==> config.mk <==
export PLATFORM = sky130hd
export DESIGN_NAME = fifo_rd_ctrl
export DESIGN_NICKNAME = d
export VERILOG_FILES = /design/src/rtl/fifo_rd_ctrl.sv
export SDC_FILE = /design/constraint.sdc
export NUM_CORES = 1
export LEC_CHECK = 0
export ABC_AREA = 0
export CORE_MARGIN = 2
export CORE_UTILIZATION = 57
export CTS_BUF_LIST = sky130_fd_sc_hd__clkbuf_8
export CTS_CLUSTER_DIAMETER = 200
export DETAILED_ROUTE_END_ITERATION = 8
export GPL_TIMING_DRIVEN = 1
export HOLD_SLACK_MARGIN = 0.1
export PLACE_DENSITY_LB_ADDON = 0.12
export SYNTH_ARGS = -nofsm -noshare
export SYNTH_HDL_FRONTEND = slang
export SYNTH_SLANG_ARGS = --single-unit
export TNS_END_PERCENT = 20
==> constraint.sdc <==
create_clock -name r_Clk -period 6.65 [get_ports r_Clk]
set_input_delay 1.33 -clock r_Clk [delete_from_list [all_inputs] [get_ports r_Clk]]
set_output_delay 1.33 -clock r_Clk [all_outputs]
set_load 0.005 [all_outputs]
==> src/rtl/fifo_rd_ctrl.sv <==
// fifo_rd_ctrl: read-side pointer, empty/almost-empty flags and occupancy for an async FIFO
module fifo_rd_ctrl #(
  parameter int address_Size = 5,
  parameter int ae_Thresh = 4
) (
  input  logic                    r_Clk,
  input  logic                    r_Rst,
  input  logic                    r_Inc,
  input  logic [address_Size:0]   w_Ptr,
  output logic [address_Size-1:0] r_Addr,
  output logic [address_Size:0]   r_Ptr,
  output logic                    fifo_Empty,
  output logic                    almost_Empty,
  output logic [address_Size:0]   r_Count
);
  localparam logic [address_Size:0] AE = (address_Size+1)'(ae_Thresh);
  logic [address_Size:0] rsync_q1, rsync_Wptr, r_Bin, r_NextBin, r_NextGray, wsync_Bin, r_Diff;
  // Gray to binary: each bit is the XOR of all gray bits at or above it
  for (genvar i = 0; i <= address_Size; i++) begin : g_g2b
    assign wsync_Bin[i] = ^rsync_Wptr[address_Size:i];
  end
  assign r_NextBin  = r_Bin + {{address_Size{1'b0}}, r_Inc & ~fifo_Empty};
  assign r_NextGray = (r_NextBin >> 1) ^ r_NextBin;
  assign r_Diff     = wsync_Bin - r_NextBin;
  assign r_Addr     = r_Bin[address_Size-1:0];
  always_ff @(posedge r_Clk or negedge r_Rst)
    if (!r_Rst) begin
      rsync_q1     <= '0;
      rsync_Wptr   <= '0;
      r_Bin        <= '0;
      r_Ptr        <= '0;
      r_Count      <= '0;
      fifo_Empty   <= 1'b1;
      almost_Empty <= 1'b1;
    end else begin
      rsync_q1     <= w_Ptr;
      rsync_Wptr   <= rsync_q1;
      r_Bin        <= r_NextBin;
      r_Ptr        <= r_NextGray;
      r_Count      <= r_Diff;
      fifo_Empty   <= r_NextGray == rsync_Wptr;
      almost_Empty <= r_Diff <= AE;
    end
endmodule

==> Word level (Yosys, flattened, before mapping) <==
Index checks and enable logic that the tools add are counted.
{ "totals": {"regBits": 32, "in_bits": 9, "out_inout_bits": 19, "wordCells": 19} }
{ "op_classes": {"add_sub_neg": 2, "order_cmp": 1, "eq_ne": 1, "bitwise_logic": 3, "n_reduce_logical": 5} }
{ "op_table": {"columns": ["op", "n"], "rows": [
  ["adder 6 x 1 -> 6 bit", 1],
  ["== test 6 bit", 1],
  ["less-or-equal comparator 6 x 3 -> 1 bit (second input constant)", 1],
  ["XOR reduction 6 bit", 1],
  ["subtractor 6 bit", 1],
  ["XOR 5 x 6 -> 6 bit", 1],
  ["XOR reduction 5 bit", 1],
  ["XOR reduction 4 bit", 1],
  ["XOR reduction 3 bit", 1],
  ["XOR reduction 2 bit", 1],
  ["AND 1 bit", 1],
  ["NOT 1 bit", 1]
]} }

==> Depth between registers and ports, before layout <==
{ "depth": {"depth_word": 5, "mapped_depth": 12, "ltp_nobuf": 11} }

==> Worst setup path after synthesis <==
Ideal clock, no wire load.
{ "synth_timing": {"path_type": "input-to-reg", "startpoint": "input port r_Inc", "endpoint": "register r_Count[5]", "setup_ps": 124, "arrival_ps": 3560, "required_time_ps": 6526, "slack_ps": 2966, "cell_stages": 11, "n_path_buf": 1, "cell_sequence": "nor2b_1 ha_1 xnor2_1 ha_1 nand2b_1 and2_1 buf_2 a31oi_1 o32a_1 o31a_1 or2_1"} }
{ "synth_between": {"elab_chain_cells": 3} }
{ "synth_rtl": {"columns": ["item", "line", "rtl"], "rows": [
  ["start, declared", "8", "input logic r_Inc,"],
  ["AND 1 bit", "22", "assign r_NextBin = r_Bin + {{address_Size{1'b0}}, r_Inc & ~fifo_Empty};"],
  ["adder 6 x 1 -> 6 bit", "22", null],
  ["subtractor 6 bit", "24", "assign r_Diff = wsync_Bin - r_NextBin;"],
  ["named net r_Diff[5]", "17", "logic [address_Size:0] rsync_q1, rsync_Wptr, r_Bin, r_NextBin, r_NextGray, wsync_Bin, r_Diff;"],
  ["end signal, assigned", "40", "r_Count <= r_Diff;"],
  ["end, declared", "14", "output logic [address_Size:0] r_Count"]
]} }
The timed path passes the listed nets, and every way through them passes these cells.

==> Final worst setup path <==
{ "layout_timing": {"startpoint": "input port r_Inc", "endpoint": "register almost_Empty"} }
{ "layout_between": {"elab_chain_cells": 4} }
{ "layout_rtl": {"columns": ["item", "line", "rtl"], "rows": [
  ["AND 1 bit", "22", null],
  ["adder 6 x 1 -> 6 bit", "22", null],
  ["subtractor 6 bit", "24", null],
  ["less-or-equal comparator 6 x 3 -> 1 bit", "42", "almost_Empty <= r_Diff <= AE;"],
  ["end signal, assigned", "34", "almost_Empty <= 1'b1;"],
  ["end signal, assigned", "42", null],
  ["end, declared", "13", "output logic almost_Empty,"]
]} }
No other way between the ends.

==> flow_summary.yaml <==
floorplan:
  start_util_pct: 59.5
  core_um2: 2450
  die_x_um: 54.6
  num_io_pins: 28
  rows: 18
  die_y_um: 54.6
  die-area_um2: 2980
sta:
  timing.final.crit_share_pct: 60.5
  finClkSkew_ps: 4.34
  worst_pin_slew_ps: 512
  final_max_slew_viol_count: 0
  rsz0062_at_grt: "false"
  setup_viol: 0
  fin_tns_setup_ps: 0
  period_minus_slack_ps: 4020
  hold_viol_final: 0
  setup_ws_ps: 2630
  relSlewSlack_pct: 65.6
  fmax_mhz: 249
logic_synthesis:
  ys_seq_elements: 31
  muxShareOfSynthArea_pct: 0.685
  netlist_instances: 118
  synth.net_count: 132
  synth-simple-area-share_pct: 9.16
  synth_seq_area_share_pct: 53.3
  synth_top_family_by_area: "XOR/XNOR gates"
  synth_edf_count: 0
  yosysWarningCount: 0
  synth_cell_types: 41
  yosys.area_share.adder_pct: 5.48
  synth_compound_area_share_pct: 9.93
  synth-xor-area-share_pct: 18.2
  synth.avg_cell_area_um2: 12.4
  synth_area_um2: 1460
  synth_flop_cell: "dfrtp_1"
  synthArstFlopShare_pct: 100
grt:
  grt_pass1_vias: 957
  grt_max_degree: 32
  gr-usage-all-layers_pct: 20.3
  grt_pass1_wl_um: 4040
  grt_antenna_before_repair: 0
  overflow: 0
worst_setup_path:
  crit_path_frequent_cell: "ha_1"
  start_kind: "primary input"
  path_cells: "clkdlybuf4s50_1, nor2b_1, ha_1, xnor2_1, ha_1, nand2b_1, and2_1, a31oi_1, o32a_1, o31a_1, nor4_1"
  cp.required_ps: 6830
  end_kind: "flip-flop"
  crit_path_top_delay_cell: "xnor2_1"
  critPathArrivalTime_ps: 4200
  worst-path-buf-inv: 1
  slowest_delay_ps: 410
  cp_max_fo: 8
  crit_family: "simple AND/OR/NAND/NOR gates"
  crit_type: "in -> reg"
finish:
  drive_gt1_share_pct: 10.6
  fin_nets: 164
  diodes: 0
  area_delta_synth_final_pct: 26.8
clocking:
  cts_setup_buffers: 0
  htreeDepth: 2
  cts_tree: "yes"
  clk_path_buf_depth: 2
  cts_hold_buffers: 0
  cts_resized: 0
  clockRootBuffer: "clkbuf_8"
  clock_latency_ps: 280
  clock_sinks: 31
  cts_buffers: 5
  path_clk_slew_ps: 60
status:
  outcome: "completed"
routing:
  vias: 964
  first_pass_iters: 4
  detail-route-antenna-nets: 0
  wl_um: 2490
  first_iter_violations: 15
  wl_per_cell_um: 13.7
  drc: 0
  drt-vias-per-instance: 5.33
power:
  power_frac_comb_pct: 55.0
  powerDensity_nw_per_um2: 523
  p_sw_w: 0.000356
  p_seq_share_pct: 30.2
  ir_drop_uv: 388
  leakage_nw: 0.811
  p_clk_share_pct: 14.8
  internal_power_w: 0.000612
  switching_share_pct: 36.8
place:
  place_congestion: 0.762
  pre_cts_ws_ps: 2360
  hpwl_um: 1860
  portBuffers: 27
flow_run:
  drv_cap: 0
hold_path:
  hp-class: "reg -> reg"
## power groups by stage
stage	Sequential [W]	Clock, W	Combinational [W]
final	0.000292	0.000143	0.000533
after floorplan	0.000297	0	0.000350
after detailed placement	0.000295	0	0.000533
after global placement	0.000291	0	0.000518
after CTS	0.000293	0.000148	0.000539
after global routing	0.000300	0.000157	0.000594
## cell families (layout without fill, tap and decap cells)
logic type / Yosys count / in the layout
simple gates: 24 / 24
compound gates: 21 / 21
buf+inv: 12 / 45
xor+xnor: 23 / 23
fa+ha+maj: 6 / 6
flops: 31 / 31
mux: 1 / 1
## sequential cells by signal, indices dropped and copies added (netlist names)
| name | count |
|---|---|
| rsync_Wptr | 6 |
| r_Ptr | 5 |
| fifo_Empty | 1 |
| rsync_q1 | 6 |
| almost_Empty | 1 |
| r_Count | 6 |
| r_Bin | 6 |
## metrics by stage
step | hold WS, ps | total power [W] | utilization [%] | instances | area, µm²
floorplan | 331 | 0.000647 | - | 118 | 1460
global placement | 333 | 0.000809 | 71.8 | 173 | 1760
detailed placement | 336 | 0.000828 | 71.8 | 173 | 1760
CTS | 350 | 0.000979 | 75.5 | 181 | 1850
global route | 351 | 0.00105 | 75.5 | 181 | 1850
finish | 348 | 0.000968 | 75.5 | 181 | 1850
## layout by cell type, fill, tap and decap left out, types with 2 or more instances in the layout
cell / n
dfrtp_1: 29
nor4_1: 2
or2_1: 2
inv_1: 10
xnor2_1: 12
nor2_1: 2
dfstp_2: 2
nor3_1: 2
nand2b_1: 2
xor2_1: 6
a211oi_1: 2
nand2_1: 4
clkbuf_8: 6
a21oi_1: 5
a311oi_1: 2
o21ai_0: 4
nand3_1: 3
clkdlybuf4s50_1: 27
ha_1: 4
## worst register-to-register path, stage by stage, from the launching register on
cell and delay, ps:
dfrtp_1 420, xor3_2 580, xnor2_4 240, xor2_1 320, xor2_1 180, ha_1 190, nand2b_1 150, and2_1 290
a31oi_1 130, o32a_1 320, o31a_1 280, nor4_1 260
## final cells by class
type / count / area [µm²]
clock buffer: 6 / 82.6
clock inverter: 2 / 8.76
fill: 166 / 602
inverter: 9 / 33.8
multi-input combinational: 75 / 634
sequential: 31 / 778
tap: 30 / 37.5
timing repair buffer: 28 / 278
## synthesized netlist by cell type, types with 2 or more instances
master	instances	area [µm²]
ha_1	4	50.1
nand3_1	3	15.0
a21oi_1	5	25.0
inv_1	9	33.8
nor2_1	2	7.51
xnor2_1	12	105
nand2b_1	2	12.5
nand2_1	4	15.0
or2_1	2	12.5
a211oi_1	2	15.0
nor4_1	2	12.5
dfrtp_1	29	726
buf_2	3	15.0
o21ai_0	4	20.0
nor3_1	2	10.0
a311oi_1	2	17.5
xor2_1	6	52.6
dfstp_2	2	52.6
## metal layers
metal  wire (µm)  share of wire (%)  vias to the layer above  global-route usage, %
met3         159                6.4                        8                   5.74
met5           0                  0                        -                      0
met2        1250                 50                       36                   33.1
met1        1020                 41                      452                   23.9
li1            -                  -                      468                      -
met4          53                2.1                        0                   11.7
## path summary, 6_finish.rpt
check                              start  cells after the start  slack, ps             to
hold reg to reg              rsync_q1[0]                      0        350  rsync_Wptr[0]
setup / recovery                   r_Inc                     11       2630   almost_Empty
hold / removal               rsync_q1[0]                      0        350  rsync_Wptr[0]
min in group asynchronous          r_Rst                      2       1440  rsync_Wptr[0]
setup reg to reg           rsync_Wptr[5]                     11       3180   almost_Empty
max in group asynchronous          r_Rst                      2       4890   almost_Empty
(Power assumes the default switching activity.)
